`config.mk`:
```
export PLATFORM = sky130hd
export DESIGN_NAME = seq_detect_sched
export DESIGN_NICKNAME = d
export VERILOG_FILES = /design/src/rtl/seq_detect_pkg.sv /design/src/rtl/seq_detect_step.sv /design/src/rtl/seq_detect_sched.sv
export SDC_FILE = /design/constraint.sdc
export NUM_CORES = 1
export LEC_CHECK = 0
export BUFFER_PORTS_ARGS = -buffer_cell sky130_fd_sc_hd__buf_2
export CAP_MARGIN = 25
export CORE_AREA = 2 2 89 91
export DETAILED_ROUTE_END_ITERATION = 8
export DIE_AREA = 0 0 91 93
export GPL_TIMING_DRIVEN = 0
export PLACE_DENSITY = 0.81
export SKIP_LAST_GASP = 1
export SYNTH_ARGS = -nofsm -noshare
export SYNTH_HDL_FRONTEND = slang
export SYNTH_HIERARCHICAL = 1
export SYNTH_SLANG_ARGS = --single-unit
```
`constraint.sdc`:
```
create_clock -name clk -period 4.7 [get_ports clk]
set_clock_uncertainty 0.15 [all_clocks]
set_input_delay 0 -clock clk [delete_from_list [all_inputs] [get_ports clk]]
set_output_delay 0 -clock clk [all_outputs]
set_load 0.02 [all_outputs]
```
`src/rtl/seq_detect_pkg.sv`:
```
// Shared types and defaults for the time-shared pattern detector.
// Histories are stored at the maximum supported width so that one context
// type serves every PAT_W; only the low PAT_W-1 history bits are meaningful.
package seq_detect_pkg;

  localparam int PAT_W_DEF = 3;
  localparam logic [PAT_W_DEF-1:0] PATTERN_DEF = 3'b101;

  localparam int PAT_W_MAX = 8;
  localparam int HIST_W    = PAT_W_MAX - 1;
  localparam int FILL_W    = 3;

  typedef struct packed {
    logic [HIST_W-1:0] hist;
    logic [FILL_W-1:0] fill;
  } ch_ctx_t;

  function automatic int idx_w(input int n);
    return (n > 1) ? $clog2(n) : 1;
  endfunction

endpackage

```
`src/rtl/seq_detect_step.sv`:
```
// Next-context and match logic for one accepted bit. A single instance is
// shared by all channels through the grant mux in the top level.
module seq_detect_step
  import seq_detect_pkg::*;
#(
  parameter int               PAT_W   = PAT_W_DEF,
  parameter logic [PAT_W-1:0] PATTERN = PAT_W'(PATTERN_DEF)
) (
  input  ch_ctx_t ctx,
  input  logic    b,
  output ch_ctx_t ctx_nxt,
  output logic    match
);

  localparam logic [FILL_W-1:0] FILL_SAT  = FILL_W'(PAT_W - 1);
  localparam logic [HIST_W-1:0] HIST_MASK = HIST_W'((1 << (PAT_W - 1)) - 1);

  logic [HIST_W:0] shifted;

  // Shift the new bit into history and compare the full window once primed.
  always_comb begin
    shifted      = {ctx.hist, b};
    ctx_nxt.hist = shifted[HIST_W-1:0] & HIST_MASK;
    ctx_nxt.fill = (ctx.fill == FILL_SAT) ? ctx.fill : ctx.fill + FILL_W'(1);
    match        = (ctx.fill == FILL_SAT) && (shifted[PAT_W-1:0] == PATTERN);
  end

endmodule

```
`src/rtl/seq_detect_sched.sv`:
```
// Round-robin time-shared overlapping pattern detector for NCH serial channels.
// Define SEQ_DETECT_SCHED_PRIO_EN to replace round-robin with fixed priority
// (lowest valid index wins, no rotation pointer).
module seq_detect_sched
  import seq_detect_pkg::*;
#(
  parameter int               NCH     = 4,
  parameter int               PAT_W   = PAT_W_DEF,
  parameter logic [PAT_W-1:0] PATTERN = PAT_W'(PATTERN_DEF),
  parameter int               CNT_W   = 8
) (
  input  logic                     clk,
  input  logic                     reset,
  input  logic [NCH-1:0]           ch_valid,
  input  logic [NCH-1:0]           ch_bit,
  output logic [NCH-1:0]           ch_ready,
  input  logic [NCH-1:0]           clr,
  output logic                     det_valid,
  output logic [$clog2(NCH)-1:0]   det_ch,
  input  logic [$clog2(NCH)-1:0]   rd_ch,
  output logic [CNT_W-1:0]         rd_cnt
);

  localparam int IW = idx_w(NCH);

  ch_ctx_t          ctx [NCH];
  logic [CNT_W-1:0] cnt [NCH];

  logic [IW-1:0] gnt_idx;
  logic [IW-1:0] cand;
  logic          xfer;
  ch_ctx_t       ctx_nxt;
  logic          match;
  logic          det_hit;

`ifdef SEQ_DETECT_SCHED_PRIO_EN
  // Fixed priority: scan downward so the lowest valid index is the last to win.
  always_comb begin
    gnt_idx = '0;
    cand    = '0;
    xfer    = 1'b0;
    for (int k = NCH - 1; k >= 0; k--) begin
      cand = IW'(k);
      if (ch_valid[cand]) begin
        gnt_idx = cand;
        xfer    = 1'b1;
      end
    end
  end
`else
  logic [IW-1:0] rr_ptr;

  // Round-robin: first valid channel searching upward from rr_ptr+1.
  always_comb begin
    gnt_idx = '0;
    cand    = '0;
    xfer    = 1'b0;
    for (int k = 1; k <= NCH; k++) begin
      cand = IW'((int'(rr_ptr) + k) % NCH);
      if (!xfer && ch_valid[cand]) begin
        gnt_idx = cand;
        xfer    = 1'b1;
      end
    end
  end

  // Pointer follows the granted channel only when a transfer happens.
  always_ff @(posedge clk or posedge reset) begin
    if (reset) rr_ptr <= IW'(NCH - 1);
    else if (xfer) rr_ptr <= gnt_idx;
  end
`endif

  // One-hot grant; all-zero when nobody requests.
  always_comb begin
    ch_ready = '0;
    if (xfer) ch_ready[gnt_idx] = 1'b1;
  end

  seq_detect_step #(
    .PAT_W   (PAT_W),
    .PATTERN (PATTERN)
  ) u_step (
    .ctx     (ctx[gnt_idx]),
    .b       (ch_bit[gnt_idx]),
    .ctx_nxt (ctx_nxt),
    .match   (match)
  );

  // A same-cycle clear of the granted channel swallows its bit.
  assign det_hit = xfer && match && !clr[gnt_idx];

  // Per-channel history, fill and saturating match counter; clear has priority.
  always_ff @(posedge clk or posedge reset) begin
    if (reset) begin
      for (int i = 0; i < NCH; i++) begin
        ctx[i] <= '0;
        cnt[i] <= '0;
      end
    end else begin
      for (int i = 0; i < NCH; i++) begin
        if (clr[i]) begin
          ctx[i] <= '0;
          cnt[i] <= '0;
        end else if (xfer && gnt_idx == IW'(i)) begin
          ctx[i] <= ctx_nxt;
          if (match && cnt[i] != '1) cnt[i] <= cnt[i] + CNT_W'(1);
        end
      end
    end
  end

  // Detection pulse one cycle after the matching transfer.
  always_ff @(posedge clk or posedge reset) begin
    if (reset) begin
      det_valid <= 1'b0;
      det_ch    <= '0;
    end else begin
      det_valid <= det_hit;
      if (det_hit) det_ch <= gnt_idx;
    end
  end

  assign rd_cnt = cnt[rd_ch];

endmodule

```
Word-level counts from Yosys, hierarchy flattened
Index checks and enable logic that the tools add are counted.
{"block": "word_totals", "elab_cells": 125, "inputBits": 16, "regBits": 77, "output_inout_bits": 15}
{"block": "classes", "eq_ne": 9, "bitwise_logic": 2, "order_cmp": 8, "n_mux": 50, "reduce_logical": 32, "addsub": 9}
{"op": "$mux W8", "count": 14}
{"op": "$mux W10", "count": 8}
{"op": "$add A8 B1 Y8 const B", "count": 4}
{"op": "$ne A8 B8 Y1 const B", "count": 4}
{"op": "$bmux W10 S2", "count": 1}
{"op": "$bmux W8 S2", "count": 1}
{"op": "$reduce_bool A2 Y1", "count": 8}
{"op": "$logic_and A1 B1 Y1", "count": 15}
{"op": "$lt A2 B3 Y1 const B", "count": 5}
{"op": "$bmux W1 S2", "count": 6}
{"op": "$mux W1", "count": 11}
{"op": "$mux W5", "count": 2}
{"op": "$mux W2", "count": 4}
{"op": "$reduce_and A2 Y1", "count": 4}
{"op": "$ge A3 B3 Y1 const B", "count": 2}
{"op": "$not A2 Y3", "count": 2}
{"op": "$add A2 B1 Y2 const B", "count": 2}
{"op": "$add A2 B2 Y2 const B", "count": 2}
{"op": "$eq A2 B2 Y1 const B", "count": 2}
{"op": "$logic_not A1 Y1", "count": 4}
{"op": "$mux W4", "count": 1}
{"op": "$add A3 B1 Y3 const B", "count": 1}
{"op": "$eq A3 B2 Y1 const B", "count": 1}
{"op": "$eq A3 B3 Y1 const B", "count": 1}
{"op": "other kinds (5)", "count": 5}

Logic depth before layout (Yosys ltp)
{"block": "logic_depth", "word_depth": 23, "ltp_mapped": 17, "ltp_nobuf": 13}

Modules after synthesis
The synthesis kept the hierarchy.
{"module": "seq_detect_sched", "cells_per_inst": 463, "seq_area_each_um2": 1929.4, "area_each_um2": 4436.8, "instances": 1}
{"module": "seq_detect_step", "cells_per_inst": 18, "seq_area_each_um2": 0.0, "area_each_um2": 145.1, "instances": 1}

Least setup slack after synthesis
No wires, ideal clock.
{"block": "synth_timing", "kind": "register to register", "start": "reg rr_ptr[0]", "end": "reg cnt[29] (netlist bit)", "setup_time_ns": 0.078, "arrival_time_ns": 3.467, "t_required_ns": 4.472, "path_slack_ns": 1.005, "path_stages_with_launch": 18, "period_less_slack_ns": 3.695, "n_path_buf": 4, "cell_sequence": "dfstp_2 > buf_6 > nand2b_4 > a21oi_1 > nor3_4 > buf_6 > mux2i_1 > mux2i_1 > inv_1 > ha_1 > nor2b_4 > and4b_1 > buf_4 > nand2_1 > or2_1 > buf_6 > or4_1 > a21oi_1"}
{"block": "synth_between", "elab_chain_len": 22, "elab_cells_between_ends": 41, "cone_classes": "4 x add/sub; 2 x eq/ne; 21 x mux; 1 x bitwise; 13 x reduce/logical"}
{"item": "from (decl)", "line_no": "seq_detect_sched.sv:51", "rtl": "logic [IW-1:0] rr_ptr;"}
{"item": "from (signal assigned)", "line_no": "seq_detect_sched.sv:69", "rtl": "if (reset) rr_ptr <= IW'(NCH - 1);"}
{"item": "from (signal assigned)", "line_no": "seq_detect_sched.sv:70", "rtl": "else if (xfer) rr_ptr <= gnt_idx;"}
{"item": "$add A2 B1 Y2", "line_no": "seq_detect_sched.sv:59", "rtl": "cand = IW'((int'(rr_ptr) + k) % NCH);"}
{"item": "$bmux W1 S2", "line_no": "seq_detect_sched.sv:60", "rtl": "if (!xfer && ch_valid[cand]) begin"}
{"item": "$mux W1 (implied by the code)", "line_no": "seq_detect_sched.sv:60"}
{"item": "$mux W1", "line_no": "seq_detect_sched.sv:60"}
{"item": "$logic_not A1 Y1", "line_no": "seq_detect_sched.sv:60"}
{"item": "$logic_and A1 B1 Y1", "line_no": "seq_detect_sched.sv:60"}
{"item": "$mux W1", "line_no": "seq_detect_sched.sv:60"}
{"item": "$logic_not A1 Y1", "line_no": "seq_detect_sched.sv:60"}
{"item": "[6 not listed]"}
{"item": "$bmux W10 S2", "line_no": "seq_detect_sched.sv:84", "rtl": ".ctx (ctx[gnt_idx]),"}
{"item": "$mux W5 (implied by the code) (2 in a row)", "line_no": "seq_detect_sched.sv:84"}
{"item": "$eq A3 B2 Y1 / $eq A3 B3 Y1 (equally long branches)", "line_no": "seq_detect_step.sv:25", "rtl": "match = (ctx.fill == FILL_SAT) && (shifted[PAT_W-1:0] == PATTERN);"}
{"item": "$logic_and A1 B1 Y1 *", "line_no": "seq_detect_step.sv:25"}
{"item": "via match", "line_no": "seq_detect_sched.sv:33", "rtl": "logic match;"}
{"item": "$logic_and A1 B1 Y1 *", "line_no": "seq_detect_sched.sv:107", "rtl": "if (match && cnt[i] != '1) cnt[i] <= cnt[i] + CNT_W'(1);"}
{"item": "$reduce_bool A2 Y1 (no source line) *"}
{"item": "$reduce_and A2 Y1 (no source line) *"}
{"item": "to (signal, indexed assignment)", "line_no": "seq_detect_sched.sv:98", "rtl": "cnt[i] <= '0;"}
{"item": "to (signal, indexed assignment)", "line_no": "seq_detect_sched.sv:104", "rtl": "cnt[i] <= '0;"}
{"item": "to (decl)", "line_no": "seq_detect_sched.sv:27", "rtl": "logic [CNT_W-1:0] cnt [NCH];"}
The timed path passes the listed nets; every way through them passes the cells marked *. The select of a mux whose other input is x is not followed.
A chain may end at the register's enable or synchronous reset.

Worst setup path after layout
{"block": "layout_timing", "start": "reg rr_ptr[0]", "end": "reg det_ch[1]"}
{"block": "layout_between", "elab_chain_len": 21, "elab_cells_between_ends": 40, "cone_classes": "4 x add/sub; 2 x eq/ne; 23 x mux; 1 x bitwise; 10 x reduce/logical"}
{"item": "$add A2 B1 Y2", "line_no": "seq_detect_sched.sv:59"}
{"item": "$bmux W1 S2", "line_no": "seq_detect_sched.sv:60"}
{"item": "$mux W1 (implied by the code)", "line_no": "seq_detect_sched.sv:60"}
{"item": "$mux W1", "line_no": "seq_detect_sched.sv:60"}
{"item": "$logic_not A1 Y1", "line_no": "seq_detect_sched.sv:60"}
{"item": "$logic_and A1 B1 Y1", "line_no": "seq_detect_sched.sv:60"}
{"item": "$mux W1", "line_no": "seq_detect_sched.sv:60"}
{"item": "$logic_not A1 Y1", "line_no": "seq_detect_sched.sv:60"}
{"item": "[4 not listed]"}
{"item": "$mux W2 *", "line_no": "seq_detect_sched.sv:60"}
{"item": "$not A2 Y3 (implied by the code)", "line_no": "seq_detect_sched.sv:84"}
{"item": "$bmux W10 S2", "line_no": "seq_detect_sched.sv:84"}
{"item": "$mux W5 (implied by the code) (2 in a row)", "line_no": "seq_detect_sched.sv:84"}
{"item": "$eq A3 B2 Y1 / $eq A3 B3 Y1 (equally long branches)", "line_no": "seq_detect_step.sv:25"}
{"item": "$logic_and A1 B1 Y1 *", "line_no": "seq_detect_step.sv:25"}
{"item": "via match", "line_no": "seq_detect_sched.sv:33"}
{"item": "$logic_and A1 B1 Y1 * (2 in a row)", "line_no": "seq_detect_sched.sv:91", "rtl": "assign det_hit = xfer && match && !clr[gnt_idx];"}
{"item": "to (signal assigned)", "line_no": "seq_detect_sched.sv:120", "rtl": "if (det_hit) det_ch <= gnt_idx;"}
{"item": "to (decl)", "line_no": "seq_detect_sched.sv:19", "rtl": "output logic [$clog2(NCH)-1:0] det_ch,"}
Marks and branches as above.

==> summary.txt <==
status: finished clean
multi-input logic area: 1960 um^2
vias per std cell: 5.86
Placed Instance Area: 3900 um^2
slowest stage cell, crit path: dlygate4sd3_1
gr usage total: 0.226
Worst-Margin Slew: 0.668 ns
core area: 7530 um^2
H-tree depth: 3
worst IR drop on VDD: 0.147 mV
Syn-to-layout area delta: 15.2%
initial core utilization: 0.481
syn_nets: 407
final setup vio count: 0
routed length per placed instance: 16.9 um
cells after synthesis: 385
Syn Area/Cell: 9.41 um^2
sw power: 0.562 mW
first-pass GRT wire length: 15.1 mm
CP arrival: 4.43 ns
# diodes: 0
CP delay by family, top: buffers and inverters
Pre-antenna DRT Iters: 5
clk root buf: clkbuf_8
PnR worst setup slack: 0.347 ns
Hold Path Class: in -> reg
final RePlAce weighted congestion: 0.899
Leak Pwr: 1.76 nW
# DRC: 0
Vias: 3,146
Max-slew headroom: 0.550
CP cell instances: buf_6 > nand2b_4 > a21oi_1 > nor3_4 > buf_6 > mux2i_1 > mux2i_1 > ha_1 > nor2b_4 > and4b_1 > buf_4 > a21boi_2 > nand2b_1 > a211o_1 > a32o_1 > dlygate4sd3_1
Tot Pwr: 1.58 mW
CTS Buffer Depth: 2
DRT Wirelength: 9.08 mm
max-cap violation count: 0
part of the power in combinational logic: 0.366
crit start category: flip-flop
Reg clk slew, reported paths: 0.07 ns
post-layout instance area: 4170 um^2
Setup TNS: 0 ns
PortBufs: 27
Pint: 1.02 mW
Total Nets Final: 454
final period utilization: 0.926
largest net degree at the start of global routing: 34
Final Max Tran Viols: 0
RSZ-0062 raised after global routing: false
die width: 91 um
Reg area: 1430 um^2
CP Class: reg -> reg
Worst path max stage delay: 0.56 ns
pre-CTS setup slack: 0.708 ns
warnings from Yosys: 6
Clk pwr share: 0.282
I/O pins: 31
fillers: 687
CTS Sinks: 57
CP endpoint kind: flip-flop
Setup Fix Bufs, Post-CTS: 0
Die Height: 93 um
Hold Violations, Final: 0
Buf+Inv Stages, Crit Path: 4
vias in the first global route: 3,170
CP max FO: 10
worst hold slack: 0.00996 ns
Worst-Skew Late Latency: 0.34 ns
die area: 8460 um^2
Cell Area, Synth: 3620 um^2
min Tclk post-route: 4.35 ns
fmax: 230 MHz
Flop pwr share: 0.352
switch share: 0.356
Pwr Density: 379 nW/um^2
initial drt markers: 217
required time worst endpoint: 4.77 ns
TritonCTS clock tree: done
Post-DP HPWL: 6.57 mm
Rows: 32
post-route ant nets: 0
gr ovfl total: 0
CTS buffer count: 9
layout cells sized above 1: 0.205
initial antenna violation count: 0
-- power by group through the flow --
| stage | combinational, mW | sequential (mW) | clock [mW] |
|---|---|---|---|
| finish | 0.579 | 0.557 | 0.445 |
| global route | 0.622 | 0.561 | 0.473 |
| CTS | 0.572 | 0.556 | 0.449 |
| detailed placement | 0.564 | 0.565 | 0 |
| global placement | 0.546 | 0.563 | 0 |
| floorplan | 0.441 | 0.558 | 0 |
-- flip-flops by register name (all words and copies together), names as in the netlist --
name,cells
cnt,32
ctx,20
det_ch,2
det_valid,1
rr_ptr,2
-- worst register-to-register path, delay by kind of cell (launching register included) --
family                   cells  cell delay (ns)
AO/OA/AOI/OAI                4             0.87
buffers and inverters        4             1.06
adder cells (fa/ha/maj)      1             0.25
multiplexers                 2             0.37
flip-flops                   1             0.54
AND/OR/NAND/NOR              5             1.02
-- final cells by class --
type / instances / share of cell area
well taps: 102 / 0.0306
repair buffers: 36 / 0.0564
inverters: 13 / 0.0117
multi-input cells: 281 / 0.469
plain buffers: 34 / 0.0459
clock inverters: 4 / 0.0108
flip-flops and latches: 57 / 0.343
clock buffers: 10 / 0.0330
-- metal layers --
metal,track usage,vias to the layer above,wire [um]
met5,0,-,0
met4,0.110,0,275
met3,0.0516,21,439
met2,0.366,95,4540
met1,0.287,1539,3830
li1,-,1491,-
-- timing repair --
item                                    in CTS  in global routing
endpoints found under the setup margin       0                  1
hold buffers                                 8                  0
gates resized for setup                      0                  2
hold endpoints to repair                    69                  0
-- path summary, 6_finish.rpt --
| check | from | to | slack (ns) | depth (start not counted) |
|---|---|---|---|---|
| worst min-delay path | ch_valid[1] | rr_ptr[1] | 0.01 | 4 |
| worst min register to register | det_ch[0] | det_ch[0] | 0.35 | 1 |
| worst max register to register | rr_ptr[0] | det_ch[1] | 0.35 | 16 |
| max in group asynchronous | reset | rr_ptr[1] | 3.65 | 4 |
| min in group asynchronous | reset | ctx[34] | 0.10 | 3 |
| worst max-delay path | rr_ptr[0] | det_ch[1] | 0.35 | 16 |
-- layout by cell type, fill, tap and decap left out, drive strengths merged, types with 8 or more instances in the layout --
| cell | count |
|---|---|
| clkbuf | 25 |
| nand2b | 8 |
| inv | 13 |
| o31ai | 10 |
| a21oi | 39 |
| dfrtp | 55 |
| xnor2 | 9 |
| o21ai | 15 |
| nand2 | 33 |
| or4 | 11 |
| mux4 | 8 |
| dlygate4sd3 | 8 |
| buf | 47 |
| nand3 | 20 |
| mux2i | 27 |
| nor2 | 31 |
-- stage by stage --
step / utilization / instances
detailed placement: 0.519 / 515
finish: 0.554 / 537
global placement: 0.516 / 514
global route: 0.554 / 537
CTS: 0.554 / 537
floorplan: - / 385
Note: power is estimated with default switching activity, not from simulation.
